`config.mk`:
```
export PLATFORM = sky130hd
export DESIGN_NAME = me_result_unpack_flat
export DESIGN_NICKNAME = d
export VERILOG_FILES = /design/src/rtl/me_pkg.sv /design/src/rtl/me_result_unpack_if.sv /design/src/rtl/me_idx_divider.sv /design/src/rtl/me_result_unpack.sv /design/src/flat_wrapper.sv
export SDC_FILE = /design/constraint.sdc
export NUM_CORES = 1
export LEC_CHECK = 0
export CAP_MARGIN = 0
export CORE_MARGIN = 5
export CORE_UTILIZATION = 50
export DETAILED_ROUTE_END_ITERATION = 10
export DONT_BUFFER_PORTS = 1
export PLACE_DENSITY_LB_ADDON = 0.1
export SLEW_MARGIN = 20
export SYNTH_ARGS = -nofsm -noshare
export SYNTH_HDL_FRONTEND = slang
export SYNTH_HIERARCHICAL = 1
export SYNTH_SLANG_ARGS = --single-unit
```
`constraint.sdc`:
```
create_clock -name clk -period 5.1 [get_ports clk]
set_clock_uncertainty 0.1 [all_clocks]
set_input_delay 1.53 -clock clk [delete_from_list [all_inputs] [get_ports clk]]
set_output_delay 1.53 -clock clk [all_outputs]
set_load 0.02 [all_outputs]
```
`src/rtl/me_pkg.sv`:
```
// Shared sizing helpers and FSM state type for the motion-estimation result path.
package me_pkg;

  function automatic int unsigned range_f(input int unsigned tb_length, input int unsigned sw_length);
    return sw_length - tb_length + 1;
  endfunction

  function automatic int unsigned cnt_width_f(input int unsigned tb_length, input int unsigned sw_length);
    int unsigned r;
    r = range_f(tb_length, sw_length);
    return $clog2(r * r);
  endfunction

  function automatic int unsigned sad_width_f(input int unsigned tb_length, input int unsigned pe_out_width);
    return $clog2(tb_length * tb_length) + pe_out_width;
  endfunction

  function automatic int unsigned cw_f(input int unsigned tb_length, input int unsigned sw_length);
    return $clog2(range_f(tb_length, sw_length));
  endfunction

  typedef enum logic [1:0] {
    IDLE,
    WAIT_ACK,
    DIVIDE,
    DONE
  } state_t;

endpackage

```
`src/rtl/me_result_unpack_if.sv`:
```
// Result bus between me_top-side inputs and the decoded display outputs.
interface me_result_unpack_if #(
  parameter int unsigned TB_LENGTH    = 16,
  parameter int unsigned SW_LENGTH    = 64,
  parameter int unsigned PE_OUT_WIDTH = 8,
  parameter int unsigned CYC_WIDTH    = 24
);
  localparam int unsigned CNT_WIDTH = me_pkg::cnt_width_f(TB_LENGTH, SW_LENGTH);
  localparam int unsigned SAD_WIDTH = me_pkg::sad_width_f(TB_LENGTH, PE_OUT_WIDTH);
  localparam int unsigned CW        = me_pkg::cw_f(TB_LENGTH, SW_LENGTH);

  logic                    req;
  logic                    ack;
  logic [SAD_WIDTH-1:0]    min_sad;
  logic [CNT_WIDTH-1:0]    min_mvec;
  logic                    out_valid;
  logic [SAD_WIDTH-1:0]    sad_q;
  logic [CW-1:0]           mvec_x;
  logic [CW-1:0]           mvec_y;
  logic signed [CW:0]      dx;
  logic signed [CW:0]      dy;
  logic [CYC_WIDTH-1:0]    cycles;
  logic                    err;

  modport master (
    output req, ack, min_sad, min_mvec,
    input  out_valid, sad_q, mvec_x, mvec_y, dx, dy, cycles, err
  );

  modport slave (
    input  req, ack, min_sad, min_mvec,
    output out_valid, sad_q, mvec_x, mvec_y, dx, dy, cycles, err
  );
endinterface

```
`src/rtl/me_idx_divider.sv`:
```
// Iterative divide-by-RANGE: one compare-subtract per cycle after start.
// done/range_err are combinational in the finishing cycle so the caller can
// register the result on the same edge.
module me_idx_divider #(
  parameter int unsigned RANGE     = 49,
  parameter int unsigned CNT_WIDTH = 12,
  parameter int unsigned CW        = 6
) (
  input  logic                 clk,
  input  logic                 rst_n,
  input  logic                 start,
  input  logic [CNT_WIDTH-1:0] dividend,
  output logic                 done,
  output logic [CW-1:0]        quot,
  output logic [CW-1:0]        rem,
  output logic                 range_err
);
  localparam logic [CNT_WIDTH-1:0] DIV = CNT_WIDTH'(RANGE);
  localparam logic [CNT_WIDTH:0]   LIM = (CNT_WIDTH+1)'(RANGE * RANGE);

  logic [CNT_WIDTH-1:0] rem_q;
  logic [CW-1:0]        quot_q;
  logic                 run;
  logic                 first;
  logic                 fits;

  assign range_err = run & first & ({1'b0, rem_q} >= LIM);
  assign fits      = rem_q < DIV;
  assign done      = run & (range_err | fits);
  assign quot      = quot_q;
  assign rem       = rem_q[CW-1:0];

  // Load on start, then subtract RANGE until the remainder fits.
  always_ff @(posedge clk or negedge rst_n) begin
    if (!rst_n) begin
      rem_q  <= '0;
      quot_q <= '0;
      run    <= 1'b0;
      first  <= 1'b0;
    end else if (start) begin
      rem_q  <= dividend;
      quot_q <= '0;
      run    <= 1'b1;
      first  <= 1'b1;
    end else if (run) begin
      first <= 1'b0;
      if (done) begin
        run <= 1'b0;
      end else begin
        rem_q  <= rem_q - DIV;
        quot_q <= quot_q + 1'b1;
      end
    end
  end
endmodule

```
`src/rtl/me_result_unpack.sv`:
```
// Captures the me_top result, decodes the linear index into x/y and signed
// displacements, and measures req-to-ack latency.
module me_result_unpack
  import me_pkg::*;
#(
  parameter int unsigned TB_LENGTH    = 16,
  parameter int unsigned SW_LENGTH    = 64,
  parameter int unsigned PE_OUT_WIDTH = 8,
  parameter int unsigned CYC_WIDTH    = 24
) (
  input  logic               clk,
  input  logic               rst_n,
  me_result_unpack_if.slave  bus
);
  localparam int unsigned RANGE     = range_f(TB_LENGTH, SW_LENGTH);
  localparam int unsigned CNT_WIDTH = cnt_width_f(TB_LENGTH, SW_LENGTH);
  localparam int unsigned SAD_WIDTH = sad_width_f(TB_LENGTH, PE_OUT_WIDTH);
  localparam int unsigned CW        = cw_f(TB_LENGTH, SW_LENGTH);
  localparam logic signed [CW:0] HALF = (CW+1)'((RANGE - 1) / 2);

  state_t               state, state_nx;
  logic                 req_d, req_rise;
  logic                 clear, count, capture, finish;
  logic [CYC_WIDTH-1:0] cnt, cnt_inc;

  logic                 out_valid_q, err_q;
  logic [SAD_WIDTH-1:0] sad_q;
  logic [CW-1:0]        x_q, y_q;
  logic signed [CW:0]   dx_q, dy_q;
  logic [CYC_WIDTH-1:0] cycles_q;

  logic                 div_done, div_err;
  logic [CW-1:0]        div_quot, div_rem;

  assign req_rise = bus.req & ~req_d;
  assign cnt_inc  = (cnt == '1) ? cnt : cnt + 1'b1;

  me_idx_divider #(
    .RANGE    (RANGE),
    .CNT_WIDTH(CNT_WIDTH),
    .CW       (CW)
  ) u_div (
    .clk      (clk),
    .rst_n    (rst_n),
    .start    (capture),
    .dividend (bus.min_mvec),
    .done     (div_done),
    .quot     (div_quot),
    .rem      (div_rem),
    .range_err(div_err)
  );

  // State register.
  always_ff @(posedge clk or negedge rst_n) begin
    if (!rst_n) state <= IDLE;
    else        state <= state_nx;
  end

  // Next-state and per-cycle control strobes.
  always_comb begin
    state_nx = state;
    clear    = 1'b0;
    count    = 1'b0;
    capture  = 1'b0;
    finish   = 1'b0;
    unique case (state)
      IDLE, DONE: begin
        if (req_rise) begin
          clear    = 1'b1;
          state_nx = WAIT_ACK;
        end
      end
      WAIT_ACK: begin
        count = 1'b1;
        if (!bus.req) begin
          state_nx = IDLE;
        end else if (bus.ack) begin
          capture  = 1'b1;
          state_nx = DIVIDE;
        end
      end
      DIVIDE: begin
        if (div_done) begin
          finish   = 1'b1;
          state_nx = DONE;
        end
      end
      default: state_nx = IDLE;
    endcase
  end

  // Latency counter, capture and decoded-result registers.
  always_ff @(posedge clk or negedge rst_n) begin
    if (!rst_n) begin
      req_d       <= 1'b0;
      cnt         <= '0;
      out_valid_q <= 1'b0;
      err_q       <= 1'b0;
      sad_q       <= '0;
      x_q         <= '0;
      y_q         <= '0;
      dx_q        <= '0;
      dy_q        <= '0;
      cycles_q    <= '0;
    end else begin
      req_d <= bus.req;
      if (clear) begin
        cnt         <= '0;
        out_valid_q <= 1'b0;
        err_q       <= 1'b0;
        cycles_q    <= '0;
      end
      if (count) cnt <= cnt_inc;
      if (capture) begin
        sad_q    <= bus.min_sad;
        cycles_q <= cnt_inc;
        err_q    <= (cnt == '1);
      end
      if (finish) begin
        out_valid_q <= 1'b1;
        if (div_err) begin
          x_q   <= '0;
          y_q   <= '0;
          dx_q  <= '0;
          dy_q  <= '0;
          err_q <= 1'b1;
        end else begin
          x_q  <= div_rem;
          y_q  <= div_quot;
          dx_q <= $signed({1'b0, div_rem}) - HALF;
          dy_q <= $signed({1'b0, div_quot}) - HALF;
        end
      end
    end
  end

  assign bus.out_valid = out_valid_q;
  assign bus.err       = err_q;
  assign bus.sad_q     = sad_q;
  assign bus.mvec_x    = x_q;
  assign bus.mvec_y    = y_q;
  assign bus.dx        = dx_q;
  assign bus.dy        = dy_q;
  assign bus.cycles    = cycles_q;
endmodule

```
`src/flat_wrapper.sv`:
```
// flat-port wrapper written by rule: the top's interface ports become plain ports
module me_result_unpack_flat import me_pkg::*;
#(
  parameter int unsigned TB_LENGTH    = 16,
  parameter int unsigned SW_LENGTH    = 64,
  parameter int unsigned PE_OUT_WIDTH = 8,
  parameter int unsigned CYC_WIDTH    = 24
)
  (clk, rst_n, bus_req, bus_ack, bus_min_sad, bus_min_mvec, bus_out_valid, bus_sad_q, bus_mvec_x, bus_mvec_y, bus_dx, bus_dy, bus_cycles, bus_err);
  me_result_unpack_if #(.TB_LENGTH(TB_LENGTH), .SW_LENGTH(SW_LENGTH), .PE_OUT_WIDTH(PE_OUT_WIDTH), .CYC_WIDTH(CYC_WIDTH)) bus_i ();
  input  logic clk;
  input  logic rst_n;
  input wire logic [$bits(bus_i.req)-1:0] bus_req;
  input wire logic [$bits(bus_i.ack)-1:0] bus_ack;
  input wire logic [$bits(bus_i.min_sad)-1:0] bus_min_sad;
  input wire logic [$bits(bus_i.min_mvec)-1:0] bus_min_mvec;
  output wire logic [$bits(bus_i.out_valid)-1:0] bus_out_valid;
  output wire logic [$bits(bus_i.sad_q)-1:0] bus_sad_q;
  output wire logic [$bits(bus_i.mvec_x)-1:0] bus_mvec_x;
  output wire logic [$bits(bus_i.mvec_y)-1:0] bus_mvec_y;
  output wire logic [$bits(bus_i.dx)-1:0] bus_dx;
  output wire logic [$bits(bus_i.dy)-1:0] bus_dy;
  output wire logic [$bits(bus_i.cycles)-1:0] bus_cycles;
  output wire logic [$bits(bus_i.err)-1:0] bus_err;
  assign bus_i.req = bus_req;
  assign bus_i.ack = bus_ack;
  assign bus_i.min_sad = bus_min_sad;
  assign bus_i.min_mvec = bus_min_mvec;
  assign bus_out_valid = bus_i.out_valid;
  assign bus_sad_q = bus_i.sad_q;
  assign bus_mvec_x = bus_i.mvec_x;
  assign bus_mvec_y = bus_i.mvec_y;
  assign bus_dx = bus_i.dx;
  assign bus_dy = bus_i.dy;
  assign bus_cycles = bus_i.cycles;
  assign bus_err = bus_i.err;
  me_result_unpack #(.TB_LENGTH(TB_LENGTH), .SW_LENGTH(SW_LENGTH), .PE_OUT_WIDTH(PE_OUT_WIDTH), .CYC_WIDTH(CYC_WIDTH)) u_core (.clk(clk), .rst_n(rst_n), .bus(bus_i));
endmodule
```
==> impl_metrics.json, run 1 <==
{
  "run_status": "completed",
  "synth.cells.most_frequent": "sky130_fd_sc_hd__nand2_1, sky130_fd_sc_hd__dfrtp_1, sky130_fd_sc_hd__o21ai_0",
  "multi_input_comb_area_um2": 2460,
  "floorplan.die_area_um2": 13100,
  "synth-seq-cells": 109,
  "final_core_util_pct": 51.8,
  "antenna_cells_inserted": 0,
  "fillers": 1002,
  "core-area_um2": 10800,
  "power_density_of_the_placed_cells_nw_per_um2": 243,
  "maximum_buffer_depth_of_the_clock_tree": 2,
  "register_cell_area_after_layout_um2": 2730,
  "dr.pass1.iters": 5,
  "maximum_number_of_pins_on_one_net_before_global_route_repair": 110,
  "gpl.final_weighted_congestion": 0.855,
  "worst_slew_margin_rel_pct": 34.4,
  "routed_wl_um": 12100,
  "route.detailed.drc": 0,
  "synth_most_common_cell": "sky130_fd_sc_hd__nand2_1",
  "maximum_level_of_the_cts_h_tree": 3,
  "critical_path_peak_fanout": 25,
  "numPortBuffers": 0,
  "gr-usage-all-layers_pct": 19.1,
  "path_class": "in -> reg",
  "cap_violations": 0,
  "syn_inst": 594,
  "grt_antenna_before_repair": 0,
  "vias_per_cell": 5.91,
  "post_cts_hold_buffer_count": 0,
  "vdd_ir_drop_max_mv": 0.108,
  "setup-violations-final": 0,
  "ys_warn_count": 6,
  "ant_nets": 0,
  "detailed_place_hpwl_um": 8030,
  "synth-edff-count": 0,
  "netlist-cell-type-count": 55,
  "synth_area_leader_cell": "sky130_fd_sc_hd__dfrtp_1",
  "tritoncts": "yes",
  "leakage_nw": 2.59,
  "placement_rows": 38,
  "initial_core_utilization_pct": 50.7,
  "avgSynthCellArea_um2": 9.21,
  "power_mw": 1.36,
  "finalNonFillerCells": 703,
  "maxSlewViolCount": 0,
  "die_width_um": 115,
  "area.growth.synth_to_final_pct": 2.24,
  "cts_resized": 0,
  "netlist_area_um2": 5470,
  "rsz_0062_raised_after_global_routing": "no",
  "grt_pass1_wl_um": 20500,
  "postCtsSetupBuffers": 0,
  "wl_per_cell_um": 17.2,
  "place.detailed.instances": 690,
  "synth_sequential_area_ratio_pct": 49.9,
  "clock_sink_count": 109,
  "via_count": 4154,
  "tightest_slew_ns": 0.984,
  "min_path_type": "reg -> reg",
  "cts.clk_slew.worst_paths_ns": 0.09,
  "report.final.hold_viol_count": 0,
  "grt_total_ovfl": 0,
  "min_period_ns": 3.12,
  "worst-endpoint-arrival_ns": 3.26,
  "synth_top_area_share_pct": 49.9,
  "worst_setup_path_end_kind": "flop",
  "final_net_count": 602,
  "fmax_mhz": 320,
  "cts_made_buffers": 9,
  "mappedNetlistNets": 635,
  "clock_latency_ns": 0.37,
  "cts-root-buf": "sky130_fd_sc_hd__clkbuf_8",
  "yosys_most_used_dff": "sky130_fd_sc_hd__dfrtp_1",
  "post_route_setup_tns_ns": 0,
  "die_h_um": 115,
  "detailedRoute.firstIterationViolations": 255,
  "leading_cell_types_by_total_area_after_synthesis": "sky130_fd_sc_hd__dfrtp_1, sky130_fd_sc_hd__nand2_1, sky130_fd_sc_hd__o21ai_0",
  "cp_data_required_time_ns": 5.24,
  "first_global_vias": 4056,
  "top_level_port_count": 100,
  "fin_crit_sh_pct": 61.3,
  "synth-async-reset-ratio_pct": 100,
  "worst_setup_path_start_kind": "input pin",
  "drive_gt1_share_pct": 4.26
}
## logic make-up (layout without fill, tap and decap cells)
logic type,after synthesis,after routing,share of synthesized area (%)
fa+ha+maj,9,9,2.06
xor+xnor,22,22,3.52
flops,109,109,49.9
buf+inv,59,28,5.24
compound gates,138,138,15.7
mux,3,3,0.595
simple gates,254,254,23.0
## layout make-up
class	instances	share of cell area, %
inverter	13	0.873
timing repair buffer	2	0.269
tap	140	3.13
sequential	109	48.8
clock buffer	10	2.28
clock inverter	3	0.716
multi-input combinational	426	43.9
## worst max-delay path: stages
cell and delay (ns):
sky130_fd_sc_hd__nand3b_1 0.55, sky130_fd_sc_hd__and2_1 0.76, sky130_fd_sc_hd__a32oi_1 0.31, sky130_fd_sc_hd__o21ai_0 0.11
## final timing paths
check | from | end | slack, ns | cells after the start
setup / recovery | bus_req | u_core/bus.err | 1.98 | 4
hold / removal | u_core/u_div/first | u_core/u_div/first | 0.43 | 1
max in group asynchronous | rst_n | u_core/u_div/rem_q[6] | 3.92 | 0
setup reg to reg | u_core/u_div/rem_q[0] | u_core/bus.dy[6] | 2.21 | 9
min in group asynchronous | rst_n | u_core/bus.mvec_y[0] | 0.74 | 0
hold reg to reg | u_core/u_div/first | u_core/u_div/first | 0.43 | 1
## cell usage in the layout (no fill, tap or decap), types with 7 or more instances in the layout
cell                       Yosys  routed
sky130_fd_sc_hd__xor2_1        8       8
sky130_fd_sc_hd__nand2_1     118     117
sky130_fd_sc_hd__xnor2_1      14      14
sky130_fd_sc_hd__inv_1        12      12
sky130_fd_sc_hd__ha_1          9       9
sky130_fd_sc_hd__nand3_1      29      29
sky130_fd_sc_hd__o21ai_0      63      63
sky130_fd_sc_hd__nor3_1       11      11
sky130_fd_sc_hd__nand2b_1     16      16
sky130_fd_sc_hd__and3_1        8       8
sky130_fd_sc_hd__or3_1         7       7
sky130_fd_sc_hd__or4_1        10      10
sky130_fd_sc_hd__nand4_1       8       8
sky130_fd_sc_hd__nor4_1        7       7
sky130_fd_sc_hd__o31ai_1       8       8
sky130_fd_sc_hd__dfrtp_1     109     109
sky130_fd_sc_hd__nor2_1       18      18
sky130_fd_sc_hd__a21oi_1      17      17
sky130_fd_sc_hd__clkbuf_8      0       9
## stage by stage
step           instance area (µm²)  hold WS [ns]  setup slack, ns
2_1_floorplan                 5470         0.373             1.80
5_1_grt                       5590         0.454             1.78
3_3_place_gp                  5420         0.404             1.66
6_report                      5590         0.434             1.98
3_5_place_dp                  5420         0.413             1.64
4_1_cts                       5590         0.435             1.84
## layer usage
layer  wire, µm  track usage (%)  vias to the layer above
li1           -                -                     2024
met2       5030             26.7                      133
met3        989             5.34                       12
met5          0                0                        -
met4        208             7.36                        0
met1       5890             28.1                     1985
## registers in the layout, summed over array words and instances, names as in the netlist, 2 cells and up
register            cells
u_core/bus.dy           4
u_core/bus.cycles      24
u_core/bus.mvec_y       6
u_core/bus.mvec_x       6
u_core/bus.sad_q       16
u_core/u_div/rem_q     12
u_core/state            2
u_core/cnt             24
u_core/u_div/quot       6
u_core/bus.dx           4
## report_power, final
part / total (mW) / leakage [nW] / internal [mW] / switching, mW
Clock: 0.496 / 0.0878 / 0.218 / 0.277
Combinational: 0.000800 / 1.13 / 0.000708 / 0.0000907
Sequential: 0.864 / 1.37 / 0.864 / 0.000184
Power figures use the tool's default switching activity.
==> inputs of run 2 (changes only) <==
==> constraint.sdc (replaced) <==
create_clock -name clk -period 3.03 [get_ports clk]
set_clock_uncertainty 0.1 [all_clocks]
set_input_delay 0.909 -clock clk [delete_from_list [all_inputs] [get_ports clk]]
set_output_delay 0.909 -clock clk [all_outputs]
set_load 0.02 [all_outputs]
==> run 2 against run 1 <==
  * Count of clock-buffer cells in the layout increased by 4
  * Sequential power increased by 68%
  * Largest power group unchanged
  * Worst hold slack got worse by 0.31 ns
  * Final cell count increased by 1.4%
  * Critical path type is now reg -> reg
  * First-iteration DRC count increased by 39%
  * Worst setup slack got worse by 1.7 ns
  * Core utilization increased by 0.88 points
==> impl_metrics.json, run 2 (synthesis gave the netlist of run 1 again) <==
{
  "clock_latency_ns": 0.36,
  "timing.critical_path.cells": "inv_1, ha_1, nor3b_4, o211ai_1, nand2_1, nor4_1, mux2_2",
  "core-area_um2": 10800,
  "floorplan.die_area_um2": 13100,
  "report.final.hold_viol_count": 0,
  "cts_resized": 0,
  "path_class": "reg -> reg",
  "layout.cells.most_common_list": "sky130_fd_sc_hd__nand2_1, sky130_fd_sc_hd__dfrtp_1, sky130_fd_sc_hd__o21ai_0",
  "most_frequent_standard_cell_in_the_layout_excluding_fill_and_tap_cells": "sky130_fd_sc_hd__nand2_1",
  "routed_wl_um": 12600,
  "worstPathBufferInverterCount": 1,
  "vdd_ir_drop_max_mv": 0.191,
  "worst_setup_path_start_kind": "flop",
  "post_route_setup_tns_ns": 0,
  "multi_input_comb_area_um2": 2450,
  "area.growth.synth_to_final_pct": 3.98,
  "wl_per_cell_um": 17.6,
  "ant_nets": 0,
  "clock_sink_count": 109,
  "maximum_level_of_the_cts_h_tree": 3,
  "grt_pass1_wl_um": 21200,
  "timing.critical_path.depth": 7,
  "cts-root-buf": "sky130_fd_sc_hd__clkbuf_8",
  "maximum_buffer_depth_of_the_clock_tree": 2,
  "worst_slew_margin_rel_pct": 51.3,
  "cts_made_buffers": 9,
  "min_path_type": "in -> async",
  "gpl.final_weighted_congestion": 0.868,
  "cp_data_required_time_ns": 3.19,
  "worst_r2r_path_depth": 7,
  "critical-path-max-stage-delay_ns": 0.48,
  "cap_violations": 0,
  "vias_per_cell": 5.92,
  "numPortBuffers": 0,
  "rsz_0062_raised_after_global_routing": "no",
  "die_width_um": 115,
  "dr.pass1.iters": 5,
  "top_level_port_count": 100,
  "fin_crit_sh_pct": 91.5,
  "critical_path.slowest_cell": "sky130_fd_sc_hd__nand2_1",
  "die_h_um": 115,
  "final_net_count": 610,
  "finalNonFillerCells": 713,
  "fmax_mhz": 361,
  "tightest_slew_ns": 0.726,
  "placement_rows": 38,
  "maxSlewViolCount": 0,
  "register_cell_area_after_layout_um2": 2730,
  "place.detailed.instances": 698,
  "antenna_cells_inserted": 0,
  "detailed_place_hpwl_um": 8540,
  "tritoncts": "yes",
  "gr-usage-all-layers_pct": 20.1,
  "via_count": 4219,
  "post_cts_hold_buffer_count": 0,
  "fillers": 982,
  "setup-violations-final": 0,
  "critical_path_peak_fanout": 22,
  "postCtsSetupBuffers": 0,
  "maximum_number_of_pins_on_one_net_before_global_route_repair": 110,
  "worst_setup_path_end_kind": "flop",
  "first_global_vias": 4201,
  "drive_gt1_share_pct": 5.41,
  "critPathTopFamily": "simple AND/OR/NAND/NOR gates",
  "initial_core_utilization_pct": 50.7,
  "power_density_of_the_placed_cells_nw_per_um2": 413,
  "min_period_ns": 2.77,
  "grt_total_ovfl": 0,
  "worst-endpoint-arrival_ns": 2.93,
  "route.detailed.drc": 0,
  "grt_antenna_before_repair": 0,
  "leakage_nw": 2.64,
  "detailedRoute.firstIterationViolations": 355,
  "cts.clk_slew.worst_paths_ns": 0.10,
  "run_status": "completed"
}
## run 2: cell types whose count changed in the layout (fill, tap and decap cells not counted)
cell,before,now
sky130_fd_sc_hd__buf_12,0,1
sky130_fd_sc_hd__buf_4,2,9
sky130_fd_sc_hd__clkbuf_1,1,3
sky130_fd_sc_hd__clkbuf_8,9,11
sky130_fd_sc_hd__clkinv_2,2,0
sky130_fd_sc_hd__nand2_1,117,118
sky130_fd_sc_hd__nand2_2,1,0
## run 2: area by class of cell
cell class,count,share of cell area [%]
flip-flops and latches,109,48.0
multi-input cells,426,43.2
well taps,140,3.08
repair buffers,10,1.54
clock inverters,1,0.528
inverters,13,0.858
clock buffers,14,2.86
## run 2: metal layers
metal / vias to the layer above / wire length, µm / track usage [%]
li1: 2031 / - / -
met1: 2021 / 5830 / 28.1
met2: 154 / 5420 / 29.2
met3: 13 / 1120 / 6.92
met4: 0 / 201 / 6.33
met5: - / 0 / 0
## run 2: worst register-to-register path, stage by stage (launching register included)
cell,delay (ns)
sky130_fd_sc_hd__dfrtp_1,0.45
sky130_fd_sc_hd__inv_1,0.08
sky130_fd_sc_hd__ha_1,0.21
sky130_fd_sc_hd__nor3b_4,0.17
sky130_fd_sc_hd__o211ai_1,0.33
sky130_fd_sc_hd__nand2_1,0.48
sky130_fd_sc_hd__nor4_1,0.45
sky130_fd_sc_hd__mux2_2,0.38
## run 2: metrics by stage
stage / hold WS (ns) / utilization [%] / power, mW / cell area (µm²) / setup WS, ns
2_1_floorplan: 0.373 / - / 1.48 / 5470 / 0.346
3_3_place_gp: 0.404 / 50.9 / 1.48 / 5490 / 0.488
3_5_place_dp: 0.404 / 50.9 / 1.48 / 5490 / 0.348
4_1_cts: 0.102 / 52.7 / 2.37 / 5690 / 0.322
5_1_grt: 0.0998 / 52.7 / 2.43 / 5690 / 0.158
6_report: 0.127 / 52.7 / 2.35 / 5690 / 0.256
## run 2: power breakdown
group / total, mW / switching (mW) / internal, mW
Combinational: 0.00136 / 0.000162 / 0.00119
Clock: 0.893 / 0.467 / 0.426
Sequential: 1.45 / 0.000202 / 1.45
## run 2: final timing paths
check | end | slack [ns] | startpoint
worst max-delay path | u_core/u_div/quot[5] | 0.26 | u_core/u_div/rem_q[0]
worst min register to register | u_core/u_div/first | 0.43 | u_core/u_div/first
max in group asynchronous | u_core/bus.cycles[17] | 2.53 | rst_n
worst max register to register | u_core/u_div/quot[5] | 0.26 | u_core/u_div/rem_q[0]
min in group clk | u_core/u_div/first | 0.43 | u_core/u_div/first
worst min-delay path | u_core/bus.mvec_y[0] | 0.13 | rst_n
